## config.mk

```make
export PLATFORM = sky130hd
export DESIGN_NAME = fd_multiplier_8bits
export DESIGN_NICKNAME = d
export VERILOG_FILES = /design/src/rtl/fd_multiplier_8bits.sv
export SDC_FILE = /design/constraint.sdc
export NUM_CORES = 1
export LEC_CHECK = 0
export ABC_CLOCK_PERIOD_IN_PS = 3700
export BUFFER_PORTS_ARGS = -buffer_cell sky130_fd_sc_hd__buf_2
export CORE_ASPECT_RATIO = 1.1
export CORE_MARGIN = 5
export CORE_UTILIZATION = 25
export DETAILED_ROUTE_END_ITERATION = 12
export GPL_TIMING_DRIVEN = 0
export PLACE_DENSITY = 0.45
export SYNTH_ARGS = -nofsm -noshare
export SYNTH_HDL_FRONTEND = slang
export SYNTH_SLANG_ARGS = --single-unit
```

## constraint.sdc

```tcl
create_clock -name CLK -period 3.7 [get_ports CLK]
set_clock_uncertainty 0.1 [all_clocks]
set_input_delay 0.185 -clock CLK [delete_from_list [all_inputs] [get_ports CLK]]
set_output_delay 0.185 -clock CLK [all_outputs]
set_load 0.005 [all_outputs]
```

## src/rtl/fd_multiplier_8bits.sv

```systemverilog
`default_nettype none
// ============================================================================
// Module   : fd_multiplier_8bits
// Brief    : 8x8 unsigned multiplier datapath built from a 4x4 product ROM,
//            sequenced by external load/select strobes.
// Revision : 1.0 - initial release
// ============================================================================
module fd_multiplier_8bits (
  input  logic        CLK,
  input  logic        RESET,
  input  logic [7:0]  x,
  input  logic [7:0]  y,
  input  logic        LD_XY,
  input  logic        LD_DE0,
  input  logic        LD_A,
  input  logic        LD_B,
  input  logic        LD_DE1,
  input  logic [1:0]  SELROM,
  input  logic [1:0]  SELSOMA,
  output logic [15:0] result,
  output logic        PRONTO
);

  localparam logic [1:0] c_SOMA_HOLD  = 2'd0;
  localparam logic [1:0] c_SOMA_CONCAT = 2'd1;
  localparam logic [1:0] c_SOMA_ADD_A = 2'd2;
  localparam logic [1:0] c_SOMA_ADD_B = 2'd3;

  logic [7:0]  x_q, y_q;
  logic [7:0]  de0_q, a_q, b_q, de1_q;
  logic [15:0] r_q, r_d;
  logic        pronto_q, pronto_d;

  logic [3:0]  w_rom_a, w_rom_b;
  logic [7:0]  w_rom_out;

  always_comb begin
    w_rom_a = x_q[3:0];
    w_rom_b = y_q[3:0];
    case (SELROM)
      2'd0: begin w_rom_a = x_q[3:0]; w_rom_b = y_q[3:0]; end
      2'd1: begin w_rom_a = x_q[3:0]; w_rom_b = y_q[7:4]; end
      2'd2: begin w_rom_a = x_q[7:4]; w_rom_b = y_q[3:0]; end
      default: begin w_rom_a = x_q[7:4]; w_rom_b = y_q[7:4]; end
    endcase
  end

  // 4x4 product table; 15*15 fits in 8 bits so no truncation occurs.
  assign w_rom_out = {4'b0000, w_rom_a} * {4'b0000, w_rom_b};

  always_comb begin
    r_d      = r_q;
    pronto_d = pronto_q;
    case (SELSOMA)
      c_SOMA_HOLD:   r_d = r_q;
      c_SOMA_CONCAT: r_d = {de1_q, de0_q};
      c_SOMA_ADD_A:  r_d = r_q + {4'b0000, a_q, 4'b0000};
      c_SOMA_ADD_B: begin
        r_d      = r_q + {4'b0000, b_q, 4'b0000};
        pronto_d = 1'b1;
      end
      default:       r_d = r_q;
    endcase
    // New operands invalidate the result even if the last add is in flight.
    if (LD_XY) pronto_d = 1'b0;
  end

  always_ff @(posedge CLK or negedge RESET) begin
    if (!RESET) begin
      x_q      <= 8'd0;
      y_q      <= 8'd0;
      de0_q    <= 8'd0;
      a_q      <= 8'd0;
      b_q      <= 8'd0;
      de1_q    <= 8'd0;
      r_q      <= 16'd0;
      pronto_q <= 1'b0;
    end else begin
      if (LD_XY) begin
        x_q <= x;
        y_q <= y;
      end
      if (LD_DE0) de0_q <= w_rom_out;
      if (LD_A)   a_q   <= w_rom_out;
      if (LD_B)   b_q   <= w_rom_out;
      if (LD_DE1) de1_q <= w_rom_out;
      r_q      <= r_d;
      pronto_q <= pronto_d;
    end
  end

  assign result = r_q;
  assign PRONTO = pronto_q;

endmodule
`default_nettype wire

```

Word level (Yosys, flattened, before mapping). Index checks and enable logic that the tools add are counted.

Reduce and logical (&&, ||, !) cells: 5. Multipliers: 1. Eq/ne operators: 5. Muxes and demuxes: 5. Add/subtract/negate cells: 2.

Operators by type and width (number): $pmux W16 S3 (1); $add A16 B12 Y16 (2); $mul A4 B4 Y8 (1); $mux W4 (2); $eq A2 B2 Y1 const B (3); $eq A2 B1 Y1 const B (2); $logic_not A2 Y1 (2); $reduce_or A2 Y1 (2); $mux W1 (2); $reduce_bool A2 Y1 (1).

Output and inout bits: 17. Register bits after elaboration: 65. Input bits: 27. Word-level logic and storage cells: 26.

Logic depth before layout (Yosys ltp). Gate-level depths: netlist of the first run.

Depth after elaboration: 4. Gate-level depth with buffers: 12. Depth with buffers taken out: 11.

Worst setup path after synthesis of the first run. Ideal clock, no wire load.

Kind: in2reg. Start: in SELROM[0]. End: reg a_q[6]. Setup time: 0.131 ns. Path slack: 0.405 ns. Arrival: 3.064 ns. Cell stages on the path: 12. Path buffers: 1. Path through: clkbuf_1 > mux2i_1 > or2_2 > fa_1 > inv_1 > fa_1 > inv_1 > fa_1 > nor2b_1 > o21ai_0 > a21oi_1 > o31ai_1.

Word-level cells in the longest chain between the ends: 4. Elaborated cells between the ends (all ways): 8. Classes of those cells: 1 x mul; 2 x eq/ne; 2 x mux; 3 x reduce/logical.

Ends and longest elaborated chain: from (decl) (RTL line 18) `input logic [1:0] SELROM,`; $eq A2 B1 Y1 (tied with other cells) (RTL line 40) `case (SELROM)`; $reduce_or A2 Y1 (no source line); $mux W4 (RTL line 40); $mul A4 B4 Y8 (*) (RTL line 49) `assign w_rom_out = {4'b0000, w_rom_a} * {4'b0000, w_rom_b};`; to (signal assigned) (RTL line 84) `if (LD_A) a_q <= w_rom_out;`; to (decl) (RTL line 30) `logic [7:0] de0_q, a_q, b_q, de1_q;`.

Every way passes the cells marked *; elsewhere a longest branch is shown, timed or not. A chain may end at the register's enable or synchronous reset.

Final worst setup path of the first run.
Start: reg y_q[7]. End: reg de0_q[6].

Word-level cells in the longest chain between the ends: 2.

Ends and longest elaborated chain: from (decl) (RTL line 29) `logic [7:0] x_q, y_q;`; from (signal assigned) (RTL line 81) `y_q <= y;`; $mux W4 (RTL line 40); $mul A4 B4 Y8 (RTL line 49); to (signal assigned) (RTL line 83) `if (LD_DE0) de0_q <= w_rom_out;`; to (decl) (RTL line 30).

No other way between the ends.

==> impl_metrics.prom, run 1 <==
# TYPE chip_impl_metric gauge
chip_impl_info{name="worst_r2r_endpoint",value="de0_q[6]"} 1
chip_impl_metric{name="cp_data_arrival_time",unit="ps"} 3520
chip_impl_info{name="cts_tree",value="yes"} 1
chip_impl_metric{name="synth.ff_latch_count",unit=""} 65
chip_impl_metric{name="worst_hold_path.num_cells",unit=""} 4
chip_impl_info{name="status",value="finished, final reports clean"} 1
chip_impl_metric{name="hold-worst-slack",unit="ps"} 194.9
chip_impl_metric{name="coreArea",unit="um^2"} 14390
chip_impl_metric{name="leakage_power_summed_over_all_cells",unit="nW"} 2.036
chip_impl_metric{name="die_area",unit="um^2"} 17150
chip_impl_metric{name="antenna_left",unit=""} 0
chip_impl_metric{name="cts.reportedPaths.clkPinSlew",unit="ps"} 60
chip_impl_metric{name="critPathRequiredTime",unit="ps"} 3790
chip_impl_metric{name="synthDistinctLibCells",unit=""} 47
chip_impl_metric{name="cts-htree-levels",unit=""} 3
chip_impl_metric{name="drtIter0Drc",unit=""} 159
chip_impl_metric{name="synth_enable_flop_cells",unit=""} 0
chip_impl_metric{name="synthesis.nets",unit=""} 375
chip_impl_metric{name="worstMarginPinSlew",unit="ps"} 833.2
chip_impl_metric{name="clockBufferDepth",unit=""} 2
chip_impl_info{name="critPathLaunchType",value="register"} 1
chip_impl_metric{name="tritoncts.num_buffers",unit=""} 9
chip_impl_info{name="timing.hold.worst.class",value="primary input to register"} 1
chip_impl_metric{name="io_buffers",unit=""} 35
chip_impl_metric{name="max_cap_violations",unit=""} 0
chip_impl_metric{name="asyncSetResetFlopFracSynth",unit=""} 1.000
chip_impl_metric{name="via_count_of_the_first_global_routing_pass",unit=""} 2742
chip_impl_metric{name="reg2reg_setup_slack",unit="ps"} 280
chip_impl_info{name="crit-reg2reg-launch",value="y_q[7]"} 1
chip_impl_metric{name="drt_pass1_iterations",unit=""} 4
chip_impl_metric{name="clock_sink_count",unit=""} 65
chip_impl_metric{name="finalSetupViolations",unit=""} 0
chip_impl_info{name="hold_start",value="SELSOMA[1]"} 1
chip_impl_info{name="worst_hold_path_endpoint",value="result[13]"} 1
chip_impl_metric{name="wl_per_cell",unit="um"} 15.03
chip_impl_metric{name="max_slew_margin",unit=""} 0.4445
chip_impl_metric{name="vdd_drop_max",unit="mV"} 0.2573
chip_impl_metric{name="highest_clock_rate",unit="GHz"} 0.2922
chip_impl_metric{name="placed_cells_incl_taps",unit=""} 550
chip_impl_metric{name="synth.yosys.seq_area_share",unit=""} 0.4447
chip_impl_info{name="netlist.top_cell.by_area",value="sky130_fd_sc_hd__dfrtp_1"} 1
chip_impl_metric{name="average_via_count_per_standard_cell",unit=""} 4.491
chip_impl_metric{name="gp_routability_congestion",unit=""} 0.8150
chip_impl_metric{name="filler_cells_inserted",unit=""} 1507
chip_impl_metric{name="routed_wirelength",unit="um"} 8748
chip_impl_metric{name="placementRows",unit=""} 46
chip_impl_metric{name="start_util",unit=""} 0.2542
chip_impl_metric{name="synthToLayoutAreaGrowth",unit="%"} 23.30
chip_impl_metric{name="global_route.overflow_total",unit=""} 0
chip_impl_metric{name="worst-r2r-cell-count",unit=""} 11
chip_impl_metric{name="grt_pass1_wl",unit="um"} 14780
chip_impl_metric{name="nNetsFinal",unit=""} 438
chip_impl_metric{name="worst-path-max-fanout",unit=""} 4
chip_impl_metric{name="die_height",unit="um"} 136.9
chip_impl_metric{name="layout-drive-gt1-share",unit=""} 0.2795
chip_impl_metric{name="place_hpwl",unit="um"} 6585
chip_impl_info{name="rsz0062_at_grt",value="false"} 1
chip_impl_info{name="synthMostInstantiatedCell",value="sky130_fd_sc_hd__dfrtp_1"} 1
chip_impl_metric{name="maximum_number_of_pins_on_one_net_before_global_route_repair",unit=""} 66
chip_impl_metric{name="yosysTopAreaCellShare",unit=""} 0.4447
chip_impl_metric{name="timing.setup.tns",unit="ps"} 0
chip_impl_metric{name="power.density_cell_area",unit="nW/um^2"} 695.4
chip_impl_metric{name="finish.cell_count_without_fillers",unit=""} 582
chip_impl_metric{name="number_of_primary_i_o_pins",unit=""} 44
chip_impl_info{name="cts.root.buffer_cell",value="sky130_fd_sc_hd__clkbuf_16"} 1
chip_impl_info{name="ys.flop_type",value="sky130_fd_sc_hd__dfrtp_1"} 1
chip_impl_metric{name="yosys_warnings",unit=""} 0
chip_impl_metric{name="synthCells",unit=""} 323
chip_impl_metric{name="avgSynthCellArea",unit="um^2"} 11.32
chip_impl_metric{name="insertion_delay",unit="ps"} 320
chip_impl_metric{name="fin_crit_sh",unit=""} 0.9248
chip_impl_info{name="critPathCaptureType",value="register"} 1
chip_impl_metric{name="floorplan.die.width",unit="um"} 125.3
chip_impl_metric{name="drv_slew",unit=""} 0
chip_impl_metric{name="antennaDiodeCount",unit=""} 0
chip_impl_info{name="synthTopCellsByCount",value="65 x sky130_fd_sc_hd__dfrtp_1, 51 x sky130_fd_sc_hd__mux2_2, 20 x sky130_fd_sc_hd__ha_1, 18 x sky130_fd_sc_hd__mux2i_1, 17 x sky130_fd_sc_hd__inv_1"} 1
chip_impl_info{name="worst-setup-path-type",value="register to register"} 1
chip_impl_metric{name="grt_util_all_layers",unit=""} 0.1097
chip_impl_metric{name="drc",unit=""} 0
chip_impl_metric{name="synthesis.area",unit="um^2"} 3657
chip_impl_metric{name="antenna_violations_before_repair",unit=""} 0
chip_impl_info{name="synth.top_cells.by_area",value="sky130_fd_sc_hd__dfrtp_1 44%, sky130_fd_sc_hd__mux2_2 16%, sky130_fd_sc_hd__ha_1 6.8%"} 1
chip_impl_metric{name="via_count",unit=""} 2614
chip_impl_metric{name="fin_crit",unit="ps"} 3422
chip_impl_metric{name="finalHoldViolCount",unit=""} 0
[how the worst max path moves through the flow]
stage,start,to,slack [ps]
after global routing,y_q[7],a_q[6],100
after global placement,SELROM[0],de1_q[6],30
after floorplan,SELROM[0],a_q[6],410
final,y_q[7],de0_q[6],280
after detailed placement,SELROM[0],de0_q[6],40
after CTS,y_q[7],de0_q[6],250
[power breakdown]
part	switching [W]	internal [W]	total [W]
Clock	0.000294	0.000465	0.000759
Sequential	0.000162	0.000940	0.00110
Combinational	0.000671	0.000604	0.00127
Total	0.00113	0.00201	0.00314
[flip-flops by register name (all words and copies together), names as in the netlist]
signal,cells
b_q,8
x_q,8
a_q,8
de0_q,8
result,16
de1_q,8
PRONTO,1
y_q,8
[metal layers]
metal,routed length [um],share of wire,global-route usage
met5,0,0,0
met4,133,0.015,0.03313
met1,4152,0.47,0.1453
met2,3967,0.45,0.1733
met3,495,0.057,0.03357
[stage by stage]
stage | cell area, um^2 | util | total power, W | setup WS (ps)
after floorplan | 3657 | - | 0.001986 | 405.4
after global placement | 4073 | 0.2830 | 0.002365 | 26.13
after detailed placement | 4075 | 0.2832 | 0.002382 | 36.13
after CTS | 4509 | 0.3134 | 0.003192 | 248.1
after global routing | 4509 | 0.3134 | 0.003405 | 99.49
final | 4509 | 0.3134 | 0.003136 | 278.3
[final cells by class]
class / count / area, um^2 / area share
tap: 192 / 240.2 / 0.05327
sequential: 65 / 1627 / 0.3607
multi-input combinational: 228 / 1916 / 0.4248
clock inverter: 3 / 17.52 / 0.003885
buffer: 13 / 51.30 / 0.01138
clock buffer: 12 / 246.5 / 0.05466
inverter: 17 / 63.81 / 0.01415
timing repair buffer: 52 / 347.8 / 0.07714
[cell families (layout without fill, tap and decap cells)]
logic type,count (synthesis),after routing,share of synthesized area
multiplexers,69,69,0.2063
buffers and inverters,30,97,0.03147
AO/OA/AOI/OAI,65,65,0.1197
flip-flops,65,65,0.4447
adder cells (fa/ha/maj),25,25,0.09579
XOR/XNOR,5,5,0.01197
AND/OR/NAND/NOR,64,64,0.08998
[critical path, cell delays in order, from the launching register on]
cell and delay [ps]:
sky130_fd_sc_hd__dfrtp_1 340, sky130_fd_sc_hd__mux2i_1 150, sky130_fd_sc_hd__or2_2 350, sky130_fd_sc_hd__fa_1 540, sky130_fd_sc_hd__inv_1 50, sky130_fd_sc_hd__fa_1 550
sky130_fd_sc_hd__inv_1 60, sky130_fd_sc_hd__fa_1 460, sky130_fd_sc_hd__nor2b_1 120, sky130_fd_sc_hd__o21ai_0 90, sky130_fd_sc_hd__a21oi_1 340, sky130_fd_sc_hd__o31ai_1 130
[layout by cell type, fill, tap and decap left out, drive strengths merged, types with 3 or more instances in the layout]
| master | netlist | layout |
|---|---|---|
| a211oi | 6 | 6 |
| a21o | 4 | 4 |
| a21oi | 12 | 12 |
| a31oi | 3 | 3 |
| buf | 3 | 38 |
| clkbuf | 10 | 22 |
| dfrtp | 65 | 65 |
| dlygate4sd3 | 0 | 17 |
| fa | 5 | 5 |
| ha | 20 | 20 |
| inv | 17 | 17 |
| mux2 | 51 | 51 |
| mux2i | 18 | 18 |
| nand2 | 17 | 17 |
| nand2b | 4 | 4 |
| nand4 | 3 | 3 |
| nor2 | 16 | 16 |
| nor2b | 7 | 7 |
| o211ai | 6 | 6 |
| o21ai | 13 | 13 |
| o311ai | 4 | 4 |
| o31ai | 5 | 5 |
| or2 | 4 | 4 |
| xnor2 | 4 | 4 |
[timing repair]
item / in CTS / in global routing
hold buffers: 17 / 0
endpoints found under the hold margin: 81 / 0
buffers inserted: 0 / 0
resized for setup: 0 / 0
Power figures use the tool's default switching activity.
==> run 2: changes to the inputs <==
--- a/config.mk
+++ b/config.mk
@@ -7,7 +7,7 @@
 export LEC_CHECK = 0
 export ABC_CLOCK_PERIOD_IN_PS = 3700
 export BUFFER_PORTS_ARGS = -buffer_cell sky130_fd_sc_hd__buf_2
-export CORE_ASPECT_RATIO = 1.1
+export CORE_ASPECT_RATIO = 1.2
 export CORE_MARGIN = 5
 export CORE_UTILIZATION = 25
 export DETAILED_ROUTE_END_ITERATION = 12
==> run 2 against run 1 <==
- non-clock buffer count unchanged
- die area about the same
- first-iteration DRC count decreased by 10%
- cell count shrank 2.9%
- global-route usage rose by 0.25 points
- maximum frequency hardly changed
- largest power group unchanged
- clock power grew 12%
- worst setup slack worse by 0.99 ps
- sequential power is essentially flat
- critical endpoint unchanged
- wire length up 1.1%
- via count rose by 2.2%
- critical path depth did not move
==> impl_metrics.prom, run 2 (synthesis gave the netlist of run 1 again) <==
# TYPE chip_impl_metric gauge
chip_impl_info{name="status",value="finished, final reports clean"} 1
chip_impl_metric{name="worst-path-max-fanout",unit=""} 4
chip_impl_metric{name="die_height",unit="um"} 142.5
chip_impl_metric{name="synthToLayoutAreaGrowth",unit="%"} 23.61
chip_impl_info{name="mostFrequentLayoutCell",value="sky130_fd_sc_hd__dfrtp_1"} 1
chip_impl_metric{name="fin_crit_sh",unit=""} 0.9251
chip_impl_metric{name="number_of_primary_i_o_pins",unit=""} 44
chip_impl_info{name="critPathLaunchType",value="register"} 1
chip_impl_metric{name="vdd_drop_max",unit="mV"} 0.3733
chip_impl_metric{name="placementRows",unit=""} 48
chip_impl_metric{name="leakage_power_summed_over_all_cells",unit="nW"} 2.056
chip_impl_metric{name="critPathRequiredTime",unit="ps"} 3810
chip_impl_info{name="rsz0062_at_grt",value="false"} 1
chip_impl_metric{name="routed_wirelength",unit="um"} 8846
chip_impl_metric{name="largest_register_ff_count",unit=""} 16
chip_impl_metric{name="grt_pass1_wl",unit="um"} 14920
chip_impl_info{name="critPathCaptureType",value="register"} 1
chip_impl_info{name="cts_tree",value="yes"} 1
chip_impl_metric{name="via_count",unit=""} 2671
chip_impl_metric{name="layout-drive-gt1-share",unit=""} 0.2821
chip_impl_metric{name="maximum_number_of_pins_on_one_net_before_global_route_repair",unit=""} 66
chip_impl_metric{name="antennaDiodeCount",unit=""} 0
chip_impl_metric{name="coreArea",unit="um^2"} 14350
chip_impl_metric{name="timing.setup.tns",unit="ps"} 0
chip_impl_metric{name="hold-worst-slack",unit="ps"} 171.6
chip_impl_info{name="cts.root.buffer_cell",value="sky130_fd_sc_hd__clkbuf_16"} 1
chip_impl_metric{name="clockBufferDepth",unit=""} 2
chip_impl_metric{name="gp_routability_congestion",unit=""} 0.8070
chip_impl_metric{name="tritoncts.num_buffers",unit=""} 9
chip_impl_info{name="cp_cell_sequence",value="mux2i_1, or2_2, fa_1, inv_1, fa_1, inv_1, fa_1, nor2b_1, o21ai_0, a21oi_1, o31ai_1"} 1
chip_impl_metric{name="wl_per_cell",unit="um"} 15.66
chip_impl_metric{name="insertion_delay",unit="ps"} 330
chip_impl_metric{name="fin_crit",unit="ps"} 3423
chip_impl_metric{name="finalSetupViolations",unit=""} 0
chip_impl_metric{name="start_util",unit=""} 0.2548
chip_impl_metric{name="cts_setup_buffers",unit=""} 0
chip_impl_metric{name="antenna_left",unit=""} 0
chip_impl_metric{name="grt_util_all_layers",unit=""} 0.1122
chip_impl_info{name="worst-setup-path-type",value="register to register"} 1
chip_impl_metric{name="nNetsFinal",unit=""} 438
chip_impl_metric{name="antenna_violations_before_repair",unit=""} 1
chip_impl_metric{name="clock_sink_count",unit=""} 65
chip_impl_info{name="final_cell_mix",value="65 x sky130_fd_sc_hd__dfrtp_1, 51 x sky130_fd_sc_hd__mux2_2, 36 x sky130_fd_sc_hd__buf_2"} 1
chip_impl_metric{name="cts.reportedPaths.clkPinSlew",unit="ps"} 60
chip_impl_info{name="cell_with_the_biggest_individual_delay_on_the_critical_path",value="sky130_fd_sc_hd__fa_1"} 1
chip_impl_metric{name="worstMarginPinSlew",unit="ps"} 864.2
chip_impl_info{name="timing.hold.worst.class",value="primary input to register"} 1
chip_impl_metric{name="die_area",unit="um^2"} 17160
chip_impl_metric{name="average_via_count_per_standard_cell",unit=""} 4.727
chip_impl_metric{name="via_count_of_the_first_global_routing_pass",unit=""} 2799
chip_impl_metric{name="critical-path-max-stage-delay",unit="ps"} 550
chip_impl_metric{name="max_slew_margin",unit=""} 0.4239
chip_impl_metric{name="place_hpwl",unit="um"} 6534
chip_impl_metric{name="filler_cells_inserted",unit=""} 1493
chip_impl_info{name="critPathMostFrequentCell",value="sky130_fd_sc_hd__fa_1"} 1
chip_impl_metric{name="highest_clock_rate",unit="GHz"} 0.2922
chip_impl_metric{name="drtIter0Drc",unit=""} 143
chip_impl_metric{name="cts-htree-levels",unit=""} 3
chip_impl_metric{name="floorplan.die.width",unit="um"} 120.4
chip_impl_metric{name="placed_cells_incl_taps",unit=""} 533
chip_impl_metric{name="cp_data_arrival_time",unit="ps"} 3530
chip_impl_metric{name="drc",unit=""} 0
chip_impl_metric{name="power.density_cell_area",unit="nW/um^2"} 713.4
chip_impl_metric{name="finalHoldViolCount",unit=""} 0
chip_impl_metric{name="max_cap_violations",unit=""} 0
chip_impl_metric{name="finish.cell_count_without_fillers",unit=""} 565
chip_impl_metric{name="drv_slew",unit=""} 0
chip_impl_metric{name="global_route.overflow_total",unit=""} 0
chip_impl_metric{name="drt_pass1_iterations",unit=""} 4
chip_impl_metric{name="io_buffers",unit=""} 35
==> run 2: area by class of cell <==
class | count | area (um^2) | area share
clock inverters | 3 | 40.04 | 0.008857
plain buffers | 13 | 51.30 | 0.01135
flip-flops and latches | 65 | 1627 | 0.3598
multi-input cells | 228 | 1916 | 0.4237
well taps | 175 | 219.0 | 0.04844
repair buffers | 52 | 347.8 | 0.07694
inverters | 17 | 63.81 | 0.01412
clock buffers | 12 | 256.5 | 0.05674
==> run 2: critical path, delay by kind of cell (launching register included) <==
kind / cells / cell delay, ps
adders and majority gates: 3 / 1540
and+or+nand+nor: 2 / 470
muxes: 1 / 150
DFF: 1 / 340
buffers and inverters: 2 / 110
AOI/OAI and AO/OA: 3 / 590
==> run 2: stage by stage <==
step / util / total power, W / area (um^2) / worst slack (ps)
finish: 0.3149 / 0.003225 / 4521 / 277.3
global placement: 0.2823 / 0.002366 / 4051 / 28.96
detailed placement: 0.2824 / 0.002377 / 4054 / 45.67
floorplan: - / 0.001986 / 3657 / 405.4
global route: 0.3149 / 0.003496 / 4521 / 41.11
CTS: 0.3149 / 0.003280 / 4521 / 242.9
==> run 2: final timing paths <==
check / startpoint / end / slack (ps) / cells after the start
hold reg to reg: b_q[6] / b_q[6] / 370 / 2
setup / recovery: y_q[7] / de0_q[6] / 280 / 11
setup reg to reg: y_q[7] / de0_q[6] / 280 / 11
max in group asynchronous: RESET / x_q[6] / 2520 / 2
hold / removal: SELSOMA[1] / result[13] / 170 / 4
min in group asynchronous: RESET / result[15] / 360 / 2
==> run 2: timing repair <==
action,CTS,global route
setup endpoints to repair,0,0
resized for setup,0,0
endpoints found under the hold margin,81,0
hold buffers,17,0
==> run 2: report_power, final <==
part           total (W)  internal, W  leakage (nW)  switching, W
clock           0.000849     0.000552         0.148      0.000298
sequential       0.00110     0.000940         0.789      0.000156
combinational    0.00128     0.000604          1.12      0.000675
==> run 2: per-layer routing <==
metal  vias up  wire, um  GRT usage
met1      1287      3979     0.1381
met2        69      4142     0.1828
met5         -        11          0
met4         2       113    0.03103
li1       1302         -          -
met3        11       599    0.04493
==> run 3: changes to the inputs <==
--- a/config.mk
+++ b/config.mk
@@ -9,10 +9,11 @@
 export BUFFER_PORTS_ARGS = -buffer_cell sky130_fd_sc_hd__buf_2
 export CORE_ASPECT_RATIO = 1.2
 export CORE_MARGIN = 5
-export CORE_UTILIZATION = 25
+export CORE_UTILIZATION = 30
+export CTS_BUF_LIST = sky130_fd_sc_hd__clkbuf_16
 export DETAILED_ROUTE_END_ITERATION = 12
 export GPL_TIMING_DRIVEN = 0
-export PLACE_DENSITY = 0.45
+export PLACE_DENSITY = 0.51
 export SYNTH_ARGS = -nofsm -noshare
 export SYNTH_HDL_FRONTEND = slang
 export SYNTH_SLANG_ARGS = --single-unit
==> run 3 against run 2 <==
- cell count is 2.5% lower
- die area shrank 15%
- largest cell class unchanged
- count of clock-buffer cells in the layout decreased by 3
- critical endpoint is now a_q[4]
- critical path depth fell by 2
==> impl_metrics.prom, run 3 (synthesis gave the netlist of run 1 again) <==
# TYPE chip_impl_metric gauge
chip_impl_metric{name="vdd_drop_max",unit="mV"} 0.2214
chip_impl_metric{name="path_buf_inv",unit=""} 2
chip_impl_metric{name="worstMarginPinSlew",unit="ps"} 837.4
chip_impl_metric{name="final_core_utilization",unit=""} 0.3717
chip_impl_metric{name="maximum_number_of_pins_on_one_net_before_global_route_repair",unit=""} 66
chip_impl_info{name="final_cell_mix",value="65 x sky130_fd_sc_hd__dfrtp_1, 51 x sky130_fd_sc_hd__mux2_2, 36 x sky130_fd_sc_hd__buf_2"} 1
chip_impl_metric{name="drt_pass1_iterations",unit=""} 4
chip_impl_metric{name="reg2reg_setup_slack",unit="ps"} 240
chip_impl_info{name="worst_hold_path_endpoint",value="result[13]"} 1
chip_impl_metric{name="die_area",unit="um^2"} 14510
chip_impl_metric{name="cp_data_arrival_time",unit="ps"} 3630
chip_impl_metric{name="antenna_left",unit=""} 0
chip_impl_metric{name="grt_util_all_layers",unit=""} 0.1260
chip_impl_metric{name="clockBufferDepth",unit=""} 2
chip_impl_metric{name="cts_setup_buffers",unit=""} 0
chip_impl_info{name="rsz0062_at_grt",value="false"} 1
chip_impl_info{name="critPathMostFrequentCell",value="sky130_fd_sc_hd__fa_1"} 1
chip_impl_info{name="status",value="finished, final reports clean"} 1
chip_impl_metric{name="io_buffers",unit=""} 35
chip_impl_metric{name="worst-r2r-cell-count",unit=""} 9
chip_impl_metric{name="floorplan.die.width",unit="um"} 110.8
chip_impl_metric{name="timing.final.ws_setup",unit="ps"} 241.7
chip_impl_metric{name="insertion_delay",unit="ps"} 330
chip_impl_metric{name="average_via_count_per_standard_cell",unit=""} 4.858
chip_impl_metric{name="finalHoldViolCount",unit=""} 0
chip_impl_metric{name="grt_pass1_wl",unit="um"} 14410
chip_impl_metric{name="power_report.internal_total",unit="W"} 0.001982
chip_impl_info{name="critPathCaptureType",value="register"} 1
chip_impl_metric{name="antenna_violations_before_repair",unit=""} 0
chip_impl_metric{name="layout-drive-gt1-share",unit=""} 0.2769
chip_impl_metric{name="cts.reportedPaths.clkPinSlew",unit="ps"} 60
chip_impl_info{name="hold_start",value="SELSOMA[1]"} 1
chip_impl_metric{name="fin_crit_sh",unit=""} 0.9347
chip_impl_info{name="critPathLaunchType",value="register"} 1
chip_impl_metric{name="timing.setup.tns",unit="ps"} 0
chip_impl_metric{name="cts-htree-levels",unit=""} 3
chip_impl_info{name="cp_top_family",value="adder cells"} 1
chip_impl_metric{name="combPwrFrac",unit=""} 0.410
chip_impl_metric{name="worst-path-max-fanout",unit=""} 4
chip_impl_metric{name="highest_clock_rate",unit="GHz"} 0.2892
chip_impl_metric{name="global_route.overflow_total",unit=""} 0
chip_impl_metric{name="leakage_power_summed_over_all_cells",unit="nW"} 2.039
chip_impl_metric{name="antennaDiodeCount",unit=""} 0
chip_impl_metric{name="via_count_of_the_first_global_routing_pass",unit=""} 2843
chip_impl_metric{name="critPathRequiredTime",unit="ps"} 3870
chip_impl_metric{name="worst_hold_path.num_cells",unit=""} 4
chip_impl_metric{name="cts.repair.resized",unit=""} 0
chip_impl_info{name="mostFrequentLayoutCell",value="sky130_fd_sc_hd__dfrtp_1"} 1
chip_impl_metric{name="tritoncts.num_buffers",unit=""} 9
chip_impl_metric{name="drtIter0Drc",unit=""} 93
chip_impl_info{name="cts_tree",value="yes"} 1
chip_impl_metric{name="netSwitchingPower",unit="W"} 0.001134
chip_impl_metric{name="start_util",unit=""} 0.3047
chip_impl_metric{name="finalSetupViolations",unit=""} 0
chip_impl_metric{name="power.density_cell_area",unit="nW/um^2"} 698.6
chip_impl_info{name="worst_r2r_endpoint",value="a_q[4]"} 1
chip_impl_metric{name="synthToLayoutAreaGrowth",unit="%"} 21.96
chip_impl_metric{name="cts.hold.buffers_added",unit=""} 17
chip_impl_metric{name="clock_group_share_of_total_power",unit=""} 0.237
chip_impl_metric{name="drv_slew",unit=""} 0
chip_impl_metric{name="die_height",unit="um"} 131.0
chip_impl_info{name="cp_cell_sequence",value="mux2i_1, or2_2, fa_1, inv_1, fa_1, inv_1, fa_1, xnor2_1, mux2_2"} 1
chip_impl_metric{name="nNetsFinal",unit=""} 438
chip_impl_info{name="crit-reg2reg-launch",value="y_q[3]"} 1
chip_impl_metric{name="multiInputGateArea",unit="um^2"} 1916
chip_impl_info{name="worst-setup-path-type",value="register to register"} 1
chip_impl_info{name="cts.root.buffer_cell",value="sky130_fd_sc_hd__clkbuf_16"} 1
chip_impl_metric{name="routed_wirelength",unit="um"} 8575
chip_impl_metric{name="max_slew_margin",unit=""} 0.4418
chip_impl_metric{name="number_of_primary_i_o_pins",unit=""} 44
chip_impl_metric{name="sequentialPowerShare",unit=""} 0.353
chip_impl_metric{name="max_cap_violations",unit=""} 0
chip_impl_metric{name="via_count",unit=""} 2677
chip_impl_metric{name="coreArea",unit="um^2"} 12000
chip_impl_metric{name="clock_sink_count",unit=""} 65
chip_impl_metric{name="drc",unit=""} 0
chip_impl_info{name="cell_with_the_biggest_individual_delay_on_the_critical_path",value="sky130_fd_sc_hd__fa_1"} 1
chip_impl_metric{name="gp_routability_congestion",unit=""} 0.8975
chip_impl_metric{name="wl_per_cell",unit="um"} 15.56
chip_impl_metric{name="place_hpwl",unit="um"} 6366
chip_impl_metric{name="critical-path-max-stage-delay",unit="ps"} 560
chip_impl_info{name="timing.hold.worst.class",value="primary input to register"} 1
chip_impl_metric{name="pre_cts_slack",unit="ps"} 17.14
chip_impl_metric{name="sequential_cell_area",unit="um^2"} 1627
chip_impl_metric{name="fin_crit",unit="ps"} 3458
chip_impl_metric{name="placementRows",unit=""} 44
chip_impl_metric{name="filler_cells_inserted",unit=""} 1237
chip_impl_metric{name="netSwitchingFraction",unit=""} 0.3640
chip_impl_metric{name="largest_register_ff_count",unit=""} 16
## run 3: cell types whose count changed in the layout (fill, tap and decap cells not counted), sizes merged
cell      previous run  this run
clkbuf              22        19
inv                 17        19
bufinv               1         0
clkinv               2         3
clkinvlp             0         1
## run 3: layer usage
| metal | share of wire | track usage | routed length (um) | up-vias |
|---|---|---|---|---|
| met1 | 0.46 | 0.1523 | 3912 | 1295 |
| met2 | 0.48 | 0.2146 | 4088 | 66 |
| met5 | 0 | 0 | 0 | - |
| met3 | 0.046 | 0.03178 | 395 | 15 |
| li1 | - | - | - | 1301 |
| met4 | 0.021 | 0.05580 | 179 | 0 |
## run 3: final cells by class
cell class              count  share of cell area
multi-input cells         228              0.4295
flip-flops and latches     65              0.3647
repair buffers             52             0.07798
inverters                  17             0.01431
well taps                 161             0.04516
clock inverters             6            0.006452
plain buffers              13             0.01150
clock buffers               9             0.05049
## run 3: worst max-delay path by stage
stage,from,endpoint,cells after the start
2_1_floorplan,SELROM[0],a_q[6],12
3_3_place_gp,SELROM[0],de0_q[6],12
3_5_place_dp,SELROM[0],de1_q[6],12
4_1_cts,y_q[7],a_q[4],9
5_1_grt,y_q[3],de1_q[6],11
6_report,y_q[3],a_q[4],9
## run 3: power by group through the flow
stage / Clock (W) / Sequential, W / Combinational [W]
global route: 0.000788 / 0.00113 / 0.00145
floorplan: 0 / 0.00107 / 0.000915
CTS: 0.000763 / 0.00110 / 0.00129
detailed placement: 0 / 0.00111 / 0.00126
finish: 0.000739 / 0.00110 / 0.00128
global placement: 0 / 0.00110 / 0.00125
## run 3: through the flow
stage	hold slack, ps	instances	power [W]	cell area (um^2)
2_1_floorplan	-210.6	323	0.001986	3657
3_3_place_gp	318.2	519	0.002354	4034
3_5_place_dp	249.7	519	0.002377	4036
4_1_cts	166.2	551	0.003153	4461
5_1_grt	211.4	551	0.003370	4461
6_report	177.1	551	0.003116	4461
## run 3: worst register-to-register path, cell delays in order (launching register included)
cell and delay [ps]:
sky130_fd_sc_hd__dfrtp_1 350, sky130_fd_sc_hd__mux2i_1 140, sky130_fd_sc_hd__or2_2 350, sky130_fd_sc_hd__fa_1 530, sky130_fd_sc_hd__inv_1 50, sky130_fd_sc_hd__fa_1 560, sky130_fd_sc_hd__inv_1 70, sky130_fd_sc_hd__fa_1 460
sky130_fd_sc_hd__xnor2_1 520, sky130_fd_sc_hd__mux2_2 270
